==> src/rtl/sys_arr_pkg.sv <==
// -----------------------------------------------------------------------------
// sys_arr_pkg
// Shared constants and types for the systolic array slice: the PE data width,
// the per-column partial-sum width and a signed sum type. The PE, the row and
// the output collector all import this package so that widths stay in step.
// -----------------------------------------------------------------------------
package sys_arr_pkg;

    // Width of the operands streamed into each PE.
    localparam int DATA_W = 8;

    // Width of one column's partial sum as it leaves the bottom row.
    localparam int SUM_W = 16;

    // A column partial sum, interpreted as two's complement.
    typedef logic signed [SUM_W-1:0] sum_t;

    // Clamp a negative partial sum to zero and pass non-negative sums through.
    function automatic sum_t relu(input sum_t s);
        return s[SUM_W-1] ? '0 : s;
    endfunction

endpackage

==> src/rtl/sys_arr_sync_fifo.sv <==
// -----------------------------------------------------------------------------
// sys_arr_sync_fifo
// Single-clock FIFO that holds aligned result vectors until downstream
// writeback accepts them. DEPTH must be a power of two so that the pointers
// wrap for free.
//
// Ports:
//   clock    in   rising-edge clock
//   reset    in   synchronous active-high reset; empties the FIFO and zeroes storage
//   push_i   in   write data_i at the tail (ignored when full without a pop)
//   pop_i    in   drop the head entry (ignored when empty)
//   data_i   in   WIDTH-bit entry to write
//   data_o   out  entry at the head (mem[rd_ptr])
//   full_o   out  occupancy equals DEPTH
//   empty_o  out  occupancy equals zero
//   count_o  out  current occupancy
// -----------------------------------------------------------------------------
module sys_arr_sync_fifo #(
    parameter int WIDTH = 32,
    parameter int DEPTH = 4
) (
    input  logic                       clock,
    input  logic                       reset,
    input  logic                       push_i,
    input  logic                       pop_i,
    input  logic [WIDTH-1:0]           data_i,
    output logic [WIDTH-1:0]           data_o,
    output logic                       full_o,
    output logic                       empty_o,
    output logic [$clog2(DEPTH+1)-1:0] count_o
);

    localparam int PW = $clog2(DEPTH);
    localparam int CW = $clog2(DEPTH + 1);

    logic [WIDTH-1:0] mem_q [DEPTH];
    logic [PW-1:0]    wrPtr_q, wrPtr_d;
    logic [PW-1:0]    rdPtr_q, rdPtr_d;
    logic [CW-1:0]    count_q, count_d;
    logic             doPush;
    logic             doPop;

    // Status flags come straight from the occupancy counter.
    assign full_o  = (count_q == CW'(DEPTH));
    assign empty_o = (count_q == '0);
    assign count_o = count_q;
    assign data_o  = mem_q[rdPtr_q];

    // A pop frees a slot in the same cycle, so a push into a full FIFO is
    // still allowed when it is paired with a pop.
    always_comb begin
        doPop   = pop_i && !empty_o;
        doPush  = push_i && (!full_o || doPop);
        wrPtr_d = wrPtr_q;
        rdPtr_d = rdPtr_q;
        count_d = count_q;
        if (doPush) begin
            wrPtr_d = wrPtr_q + PW'(1);
        end
        if (doPop) begin
            rdPtr_d = rdPtr_q + PW'(1);
        end
        case ({doPush, doPop})
            2'b10:   count_d = count_q + CW'(1);
            2'b01:   count_d = count_q - CW'(1);
            default: count_d = count_q;
        endcase
    end

    // Storage is cleared on reset so the head reads as zero when empty.
    always_ff @(posedge clock) begin
        if (reset) begin
            wrPtr_q <= '0;
            rdPtr_q <= '0;
            count_q <= '0;
            for (int i = 0; i < DEPTH; i++) begin
                mem_q[i] <= '0;
            end
        end else begin
            wrPtr_q <= wrPtr_d;
            rdPtr_q <= rdPtr_d;
            count_q <= count_d;
            if (doPush) begin
                mem_q[wrPtr_q] <= data_i;
            end
        end
    end

endmodule

==> src/rtl/sys_arr_collector.sv <==
// -----------------------------------------------------------------------------
// sys_arr_collector
// Output-side reader for the systolic array. Column i of the bottom row
// produces its result i cycles after column 0, so each column is delayed by
// (row_width-1-i) registers to line the vector back up. Complete vectors are
// buffered in a FIFO and offered downstream on a ready/valid handshake.
//
// Optional feature: define SYS_ARR_COLLECTOR_RELU_EN to clamp negative
// (signed) column sums to zero before they are written into the FIFO.
//
// Ports:
//   clock        in   rising-edge clock
//   reset        in   synchronous active-high reset; discards everything in flight
//   activein     in   per-column valid from the bottom row, bit 0 = leftmost column
//   sumin        in   per-column partial sums, column 0 in the LSBs
//   resultout    out  aligned vector at the FIFO head, column 0 in the LSBs
//   resultvalid  out  FIFO holds at least one vector
//   resultready  in   downstream takes the head when high together with resultvalid
//   count        out  FIFO occupancy
//   overflow     out  sticky: a complete vector was dropped because the FIFO was full
//   skew_err     out  sticky: an aligned slot had some but not all valids set
// -----------------------------------------------------------------------------
module sys_arr_collector
    import sys_arr_pkg::*;
#(
    parameter int row_width  = 2,
    parameter int fifo_depth = 4
) (
    input  logic                            clock,
    input  logic                            reset,
    input  logic [row_width-1:0]            activein,
    input  logic [SUM_W*row_width-1:0]      sumin,
    output logic [SUM_W*row_width-1:0]      resultout,
    output logic                            resultvalid,
    input  logic                            resultready,
    output logic [$clog2(fifo_depth+1)-1:0] count,
    output logic                            overflow,
    output logic                            skew_err
);

    localparam int VEC_W = SUM_W * row_width;

    logic [row_width-1:0] alignedValid;
    logic [VEC_W-1:0]     alignedSum;
    logic [VEC_W-1:0]     writeData;
    logic                 slotFull;
    logic                 slotPartial;
    logic                 popReq;
    logic                 pushReq;
    logic                 fifoFull;
    logic                 fifoEmpty;
    logic                 overflow_q, overflow_d;
    logic                 skewErr_q, skewErr_d;

    // De-skew delay lines. The rightmost column arrives last and feeds the
    // aligned slot directly; every column to its left waits one extra
    // register per column of distance so that all columns meet together.
    for (genvar col = 0; col < row_width; col++) begin : g_deskew
        localparam int DLY = row_width - 1 - col;
        if (DLY == 0) begin : g_pass
            assign alignedValid[col]               = activein[col];
            assign alignedSum[col*SUM_W +: SUM_W]  = sumin[col*SUM_W +: SUM_W];
        end else begin : g_delay
            logic [DLY-1:0]   valid_q;
            logic [SUM_W-1:0] sum_q [DLY];

            // Shift the column's valid and sum one stage per cycle; reset
            // clears the valids so a half-formed vector cannot survive.
            always_ff @(posedge clock) begin
                if (reset) begin
                    valid_q <= '0;
                    for (int s = 0; s < DLY; s++) begin
                        sum_q[s] <= '0;
                    end
                end else begin
                    valid_q[0] <= activein[col];
                    sum_q[0]   <= sumin[col*SUM_W +: SUM_W];
                    for (int s = 1; s < DLY; s++) begin
                        valid_q[s] <= valid_q[s-1];
                        sum_q[s]   <= sum_q[s-1];
                    end
                end
            end

            assign alignedValid[col]              = valid_q[DLY-1];
            assign alignedSum[col*SUM_W +: SUM_W] = sum_q[DLY-1];
        end
    end

`ifdef SYS_ARR_COLLECTOR_RELU_EN
    // Each column is clamped independently on its way into the FIFO, so the
    // pipeline depth does not change.
    for (genvar col = 0; col < row_width; col++) begin : g_relu
        assign writeData[col*SUM_W +: SUM_W] = relu(sum_t'(alignedSum[col*SUM_W +: SUM_W]));
    end
`else
    assign writeData = alignedSum;
`endif

    // Classify the aligned slot and decide whether the FIFO takes it. A full
    // FIFO still accepts a vector when the head leaves in the same cycle;
    // otherwise the vector is dropped and remembered as an overflow.
    always_comb begin
        slotFull    = &alignedValid;
        slotPartial = (|alignedValid) && !slotFull;
        popReq      = resultvalid && resultready;
        pushReq     = slotFull && (!fifoFull || popReq);
        overflow_d  = overflow_q | (slotFull && fifoFull && !popReq);
        skewErr_d   = skewErr_q | slotPartial;
    end

    // Sticky error flags, cleared only by reset.
    always_ff @(posedge clock) begin
        if (reset) begin
            overflow_q <= 1'b0;
            skewErr_q  <= 1'b0;
        end else begin
            overflow_q <= overflow_d;
            skewErr_q  <= skewErr_d;
        end
    end

    sys_arr_sync_fifo #(
        .WIDTH (VEC_W),
        .DEPTH (fifo_depth)
    ) u_fifo (
        .clock   (clock),
        .reset   (reset),
        .push_i  (pushReq),
        .pop_i   (popReq),
        .data_i  (writeData),
        .data_o  (resultout),
        .full_o  (fifoFull),
        .empty_o (fifoEmpty),
        .count_o (count)
    );

    assign resultvalid = !fifoEmpty;
    assign overflow    = overflow_q;
    assign skew_err    = skewErr_q;

endmodule
==> config.mk <==
export PLATFORM = sky130hd
export DESIGN_NAME = sys_arr_collector
export DESIGN_NICKNAME = d
export VERILOG_FILES = /design/src/rtl/sys_arr_pkg.sv /design/src/rtl/sys_arr_sync_fifo.sv /design/src/rtl/sys_arr_collector.sv
export SDC_FILE = /design/constraint.sdc
export NUM_CORES = 1
export LEC_CHECK = 0
export BUFFER_PORTS_ARGS = -buffer_cell sky130_fd_sc_hd__buf_2
export CORE_ASPECT_RATIO = 1.4
export CORE_MARGIN = 2
export CORE_UTILIZATION = 25
export CTS_BUF_LIST = sky130_fd_sc_hd__clkbuf_4 sky130_fd_sc_hd__clkbuf_8
export DETAILED_ROUTE_END_ITERATION = 10
export PLACE_DENSITY = 0.47
export SLEW_MARGIN = 20
export SYNTH_ARGS = -nofsm -noshare
export SYNTH_HDL_FRONTEND = slang
export SYNTH_HIERARCHICAL = 1
export SYNTH_SLANG_ARGS = --single-unit
==> constraint.sdc <==
create_clock -name clock -period 5.1 [get_ports clock]
set_clock_uncertainty 0.2 [all_clocks]
set_input_delay 1.02 -clock clock [delete_from_list [all_inputs] [get_ports clock]]
set_output_delay 1.02 -clock clock [all_outputs]
set_load 0.01 [all_outputs]
## Word level (Yosys, flattened, before mapping)

Memory sizes are Yosys's and may differ from the RTL's. A register that Yosys moved wholly into a read port is not among the register bits.
Index checks and enable logic that the tools add are counted.

| storage, ports and cells | value |
|---|---|
| RAM bits | 144 |
| register bits after elaboration | 10 |
| logic and storage cells | 50 |
| output and inout bits | 38 |
| memories | 2 |
| input port bits | 37 |

| operators by class | value |
|---|---|
| $add $sub $neg | 4 |
| bitwise operators | 2 |
| reductions and logical operators | 19 |
| eq/ne operators | 3 |
| mux-type cells | 14 |

Memory list:

| name | words | width | read ports | clocked after memory_dff | write ports | RTL line | source |
|---|---|---|---|---|---|---|---|
| u_fifo.mem_q | 4 | 32 | 1 | 1 | 4 | sys_arr_sync_fifo.sv:36 | `logic [WIDTH-1:0] mem_q [DEPTH];` |
| g_deskew[0].g_delay.sum_q | 1 | 16 | 1 | 0 | 1 | sys_arr_collector.sv:65 | `logic [SUM_W-1:0] sum_q [DLY];` |

Operators by type and width:

| operator | number |
|---|---|
| 32-bit two-way mux | 1 |
| 32-bit OR reduction | 1 |
| 16-bit two-way mux | 1 |
| 16-bit OR reduction | 1 |
| 1-bit two-way mux | 8 |
| 1-bit logical AND | 7 |
| 2-bit two-way mux | 3 |
| 3-bit case mux with 2 select lines | 1 |
| 2-bit by 1-bit adder with 2-bit output, second input constant | 2 |
| 1-bit logical NOT | 4 |
| 3-bit by 1-bit adder with 3-bit output, second input constant | 1 |
| 3-bit == test, second input constant | 1 |
| 3-bit logical NOT | 1 |
| 3-bit by 1-bit subtractor with 3-bit output, second input constant | 1 |
| 2-bit by 1-bit == test with 1-bit output, second input constant | 1 |
| 2-bit == test, second input constant | 1 |
| 1-bit logical OR | 2 |
| 1-bit OR | 2 |
| 2-bit AND reduction | 1 |
| 2-bit nonzero test | 1 |
| 2-bit OR reduction | 1 |

## Longest topological paths before layout

Gate-level depths: netlist of the first run.

| logic depth | value |
|---|---|
| word-level depth | 11 |
| depth in mapped cells | 11 |
| mapped depth without buffers | 9 |

## By module

The synthesis of the first run kept the hierarchy.

Modules (own cells, without submodules):

| module | sequential area each (µm²) | instances | cells each | area an instance (µm²) |
|---|---|---|---|---|
| sys_arr_sync_fifo | 4,023.9 | 1 | 365 | 6,044.5 |
| sys_arr_collector | 380.4 | 1 | 46 | 571.8 |

## Worst setup path before layout of the first run

No wires, ideal clock.

| path | value |
|---|---|
| path kind | input port to flip-flop |
| from | input port activein[1] |
| to | memory u_fifo.mem_q[2][0] (enable) |
| setup slack | 1,279 ps |
| stages on the path | 5 |
| arrival | 3,193 ps |
| buffers on the path | 1 |
| setup time | 428 ps |
| required time | 4,472 ps |
| path through | ha_1 -> a21boi_0 -> buf_2 -> nand2_1 -> o21bai_1 |

RTL lines:

| what | RTL line | source |
|---|---|---|
| start: declaration | sys_arr_collector.sv:31 | `input logic [row_width-1:0] activein,` |
| end: declaration | sys_arr_sync_fifo.sv:36 |  |

==> flow_summary.ini, run 1 <==
[placed_design]
place_area_um2 = 7370
hpwlAfterDp_um = 8890
place.port_buffers = 74
gp_congestion = 0.661
preCtsSetupSlack_ns = 1.61

[clock_network]
cts_sinks = 156
cts_tree = built
cts_buffer_depth = 2
path_clk_slew_ns = 0.09
h-tree-depth = 4
cts_resized = 0
cts_root_buf = clkbuf_8
cts_setup_buffers = 0
clk_latency_ns = 0.44
cts_made_buffers = 17
hold_buffers = 0

[logic_synthesis]
yosysTopAreaCell = edfxtp_1
ys_ff_latch = 156
synth_common_cells = edfxtp_1, and2_1, mux4_2, dfxtp_1, and2_4
ys.flop_type = edfxtp_1
synth_area_um2 = 6620
synthTopCellsByArea = edfxtp_1, mux4_2, and2_1
ys_seq_area_frac = 0.666
synth_cell_types = 37
ys_async_sr_fraction = 0
ys.warnings.count = 6
synth_edf_count = 128
yosysMostFrequentCell = edfxtp_1
synth_top_area_frac = 0.581
synth_cells = 411
syn_nets = 450
synth_area_per_cell_um2 = 16.1

[routing]
routedWlPerCell_um = 17.7
detail-route-antenna-nets = 0
vias_per_cell = 4.24
drt_iter0_markers = 147
wl_um = 14700
via_count = 3507
drcViolationCount = 0
first_pass_iters = 4

[floorplanning]
io_pins = 75
die_area_um2 = 27800
core_area_um2 = 26100
die_y_um = 196
initial_core_util = 0.253
die_w_um = 141
rows = 70

[timing]
finalCritPeriodShare = 0.724
fin_ws_ns = 1.41
whs_ns = 0.275
layout_min_cycle_time_ns = 3.69
rsz0062_at_grt = false
slew_headroom = 0.341
slew_violations = 0
max_freq_mhz = 271
tightestPinTransition_ns = 0.989
finalHoldViolations = 0
setup_violations = 0
fin_tns_setup_ns = 0

[global_route]
grt_pass1_vias = 3916
grt_antenna_before_repair = 0
grt_pass1_wl_um = 22600
grt_usage = 0.110
grt-ovfl-total = 0
grt_max_degree = 33

[setup_path]
endpoint = resultout[3]
endpoint_kind = output pin
worstSetupStartpointType = flip-flop
cp_slowest_cell = dfxtp_2
cpPeakStageDelay_ns = 0.83
arrival_ns = 2.47
path_cells = buf_4 > mux4_2 > buf_2
r2r-start = u_fifo/count_o[0]
cp.depth = 3
crit_required_ns = 3.88
crit_family = flip-flops
r2r_end = u_fifo/mem_q[0][12]
r2r_slack_ns = 2.03
r2r_cells = 8
path_class = flip-flop to output pin
worstPathMaxFanout = 19
cp_num_buf_inv = 2

[final_layout]
drive_gt1_frac = 0.380
syn2layout_area_growth_pct = 17.4
fin_area_um2 = 7770
finalNetCount = 529
antenna_cells = 0
finish.utilization = 0.298

[hold_path]
hp-class = flip-flop to flip-flop

[outcome]
status = complete, no violations

[flow_run]
drv_cap = 0

[power]
irDropWorstVdd_v = 0.000152
total_leakage_power_nw = 2.91
powerDensity_nw_per_um2 = 321
[worst reg2reg max path, stage by stage, from the launching register on]
cell      delay (ns)
dfxtp_1         0.40
nor3_1          0.23
nand2b_1        0.18
inv_1           0.11
or4b_4          0.52
nand2_1         0.25
nor4_2          0.07
or2_2           0.53
buf_4           0.31
[power breakdown]
group          switching (mW)  leakage [nW]  total (mW)  internal [mW]
Clock                   0.464         0.184       0.925          0.461
Combinational          0.0727          1.17       0.124         0.0515
Sequential             0.0176          1.56        1.44           1.42
[metal layers]
layer | global-route usage | wire length (um)
met1 | 0.119 | 5760
met3 | 0.0250 | 500
met4 | 0.0411 | 189
met2 | 0.209 | 8220
met5 | 0 | 0
[layout make-up]
cell class | count | area [um2]
Clock buffer | 19 | 262
Inverter | 6 | 22.5
Tap cell | 324 | 405
Fill cell | 2641 | 18300
Multi-Input combinational cell | 226 | 2100
Timing Repair Buffer | 83 | 438
Sequential cell | 156 | 4410
Clock inverter | 13 | 140
[sequential cells by signal, indices dropped and copies added (netlist names), named ones only]
name	cells
g_deskew.g_delay.sum_q	16
u_fifo/mem_q	128
g_deskew.g_delay.valid_q	1
u_fifo/rdPtr_q	2
skew_err	1
u_fifo/count_o	3
u_fifo/wrPtr_q	2
overflow	1
[cell usage in the layout (no fill, tap or decap), types with 3 or more instances in the layout]
| cell type | n |
|---|---|
| nand3_1 | 4 |
| buf_2 | 74 |
| and2_1 | 105 |
| edfxtp_1 | 128 |
| inv_1 | 6 |
| and2_4 | 23 |
| nand2_1 | 3 |
| dfxtp_1 | 26 |
| buf_4 | 9 |
| mux4_2 | 32 |
| nand2b_1 | 3 |
| clkbuf_8 | 19 |
| nor2_1 | 9 |
| clkinvlp_4 | 6 |
| xor2_1 | 5 |
| and2b_2 | 9 |
| nor2b_1 | 9 |
[how the worst min path moves through the flow]
| stage | startpoint | end | slack, ns | cells past startpoint |
|---|---|---|---|---|
| 5_1_grt | skew_err | skew_err | 0.29 | 2 |
| 3_5_place_dp | skew_err | skew_err | 0.26 | 2 |
| 6_report | skew_err | skew_err | 0.27 | 2 |
| 4_1_cts | skew_err | skew_err | 0.28 | 2 |
| 3_3_place_gp | skew_err | skew_err | 0.25 | 2 |
| 2_1_floorplan | u_fifo/rdPtr_q[1] | flip-flop | 0.28 | 2 |
[cell families after synthesis]
family | count (synthesis) | share of synthesized area
muxes | 33 | 0.111
AOI/OAI and AO/OA | 11 | 0.0130
buffers and inverters | 29 | 0.0229
and+or+nand+nor | 174 | 0.175
adders and majority gates | 2 | 0.00492
xor gates and xnor gates | 6 | 0.00794
DFF | 156 | 0.666
[metrics by stage]
stage | cells | power (mW)
2_1_floorplan | 411 | 1.53
3_3_place_gp | 795 | 1.60
3_5_place_dp | 795 | 1.60
4_1_cts | 827 | 2.53
5_1_grt | 827 | 2.58
6_report | 827 | 2.49
Note: power is estimated with default switching activity, not from simulation.
==> run 2, diff against run 1 <==
Settings changed: PLACE_DENSITY 0.47 to 0.48.
Clock period 5.1 ns to 3.17 ns, I/O delays scaled along.
==> flow_summary.ini, run 2 (synthesis gave the netlist of run 1 again) <==
[global_route]
grt_pass1_vias = 4019
grt_max_degree = 33
grt-ovfl-total = 0
grt_pass1_wl_um = 23000
grt_usage = 0.112
grt_antenna_before_repair = 1

[final_layout]
finalNetCount = 538
most-common-layout-cells = edfxtp_1, and2_1, buf_2, mux4_2, dfxtp_1
mostFrequentLayoutCell = edfxtp_1
top_register = u_fifo/mem_q
syn2layout_area_growth_pct = 19.8
largest_register_ffs = 128
layout.cells.non_filler = 836
antenna_cells = 0
drive_gt1_frac = 0.393

[placed_design]
preCtsSetupSlack_ns = 0.332
hpwlAfterDp_um = 9220
dp_cells = 804
gp_congestion = 0.662
place.port_buffers = 74

[timing]
finalHoldViolations = 0
setup_violations = 0
rsz0062_at_grt = false
fin_ws_ns = 0.406
tightestPinTransition_ns = 0.535
fin_tns_setup_ns = 0
slew_violations = 0
slew_headroom = 0.643
layout_min_cycle_time_ns = 2.76
finalCritPeriodShare = 0.872
max_freq_mhz = 362
whs_ns = 0.193

[routing]
drcViolationCount = 0
vias_per_cell = 4.27
first_pass_iters = 4
drt_iter0_markers = 203
wl_um = 14900
via_count = 3572
routedWlPerCell_um = 17.8
detail-route-antenna-nets = 0

[setup_path]
cp_slowest_cell = dfxtp_1
cp_num_buf_inv = 1
arrival_ns = 2.90
cpPeakStageDelay_ns = 0.50
r2r-start = u_fifo/count_o[0]
worstSetupStartpointType = flip-flop
path_class = flip-flop to flip-flop
r2r_cells = 8
path_cells = nor3_1 > nand2b_1 > inv_1 > o31a_1 > nand2_1 > fa_1 > o31ai_1 > mux2_2
crit_family = compound AO/OA/AOI/OAI gates
endpoint_kind = flip-flop
crit_required_ns = 3.31
r2r_end = u_fifo/count_o[2]
r2r_slack_ns = 0.41
worstPathMaxFanout = 9

[hold_path]
hp-class = primary input to flip-flop
holdPathEnd = g_deskew[0].g_delay.sum_q[0][11]
hold_start = sumin[11]
min_path_cells = 2

[flow_run]
drv_cap = 0

[clock_network]
cts_root_buf = clkbuf_8
h-tree-depth = 4
cts_resized = 0
hold_buffers = 0
cts_buffer_depth = 2
clk_latency_ns = 0.44
cts_sinks = 156
cts_made_buffers = 17
cts_setup_buffers = 0
path_clk_slew_ns = 0.09
cts_tree = built

[floorplanning]
initial_core_util = 0.253
die_w_um = 141
rows = 70
core_area_um2 = 26100
die_area_um2 = 27800
die_y_um = 196
io_pins = 75

[power]
irDropWorstVdd_v = 0.000239
finalPower_mw = 4.08
powerDensity_nw_per_um2 = 515
total_leakage_power_nw = 3.00

[outcome]
status = complete, no violations
==> run 2: changes by cell type in the layout (fill, tap and decap cells not counted), sizes merged <==
cell      change
clkinv        +3
buf           +9
clkinvlp      -2
inv           -1
bufinv        +1
clkbuf        -1
==> run 2: per-layer routing <==
metal,track usage,up-vias,share of wire
li1,-,1659,-
met1,0.123,1841,0.40
met2,0.209,56,0.55
met3,0.0265,14,0.038
met4,0.0411,2,0.013
met5,0,-,0.00087
==> run 2: worst reg2reg max path, delay by kind of cell, from the launching register on <==
| kind | cells | cell delay (ns) |
|---|---|---|
| multiplexers | 1 | 0.36 |
| buffers and inverters | 1 | 0.18 |
| flip-flops | 1 | 0.50 |
| AND/OR/NAND/NOR | 3 | 0.41 |
| AO/OA/AOI/OAI | 2 | 0.62 |
| adder cells (fa/ha/maj) | 1 | 0.41 |
==> run 2: worst max path at each step <==
stage	end	slack [ns]	from	cells past startpoint
3_3_place_gp	u_fifo/count_o[2]	0.43	activein[1]	9
4_1_cts	resultout[4]	0.34	flip-flop	3
2_1_floorplan	u_fifo/mem_q[0][0]	0.36	activein[1]	6
5_1_grt	u_fifo/count_o[2]	0.23	u_fifo/count_o[0]	8
3_5_place_dp	u_fifo/count_o[2]	0.33	activein[1]	9
6_report	u_fifo/count_o[2]	0.41	u_fifo/count_o[0]	8
==> run 2: final cells by class <==
| cell class | instances | area, um2 |
|---|---|---|
| fillers | 2610 | 18200 |
| flip-flops and latches | 156 | 4410 |
| multi-input cells | 226 | 2100 |
| repair buffers | 92 | 581 |
| well taps | 324 | 405 |
| clock buffers | 18 | 248 |
| clock inverters | 14 | 170 |
| inverters | 6 | 22.5 |
==> run 2: power by group <==
group | internal, mW | switching, mW
logic | 0.0922 | 0.120
clock network | 0.800 | 0.755
registers | 2.29 | 0.0264
total | 3.18 | 0.902
==> run 2: through the flow <==
step | utilization | instance area (um2)
6_report | 0.304 | 7930
5_1_grt | 0.304 | 7930
4_1_cts | 0.304 | 7930
3_5_place_dp | 0.288 | 7510
3_3_place_gp | 0.288 | 7510
2_1_floorplan | - | 6620
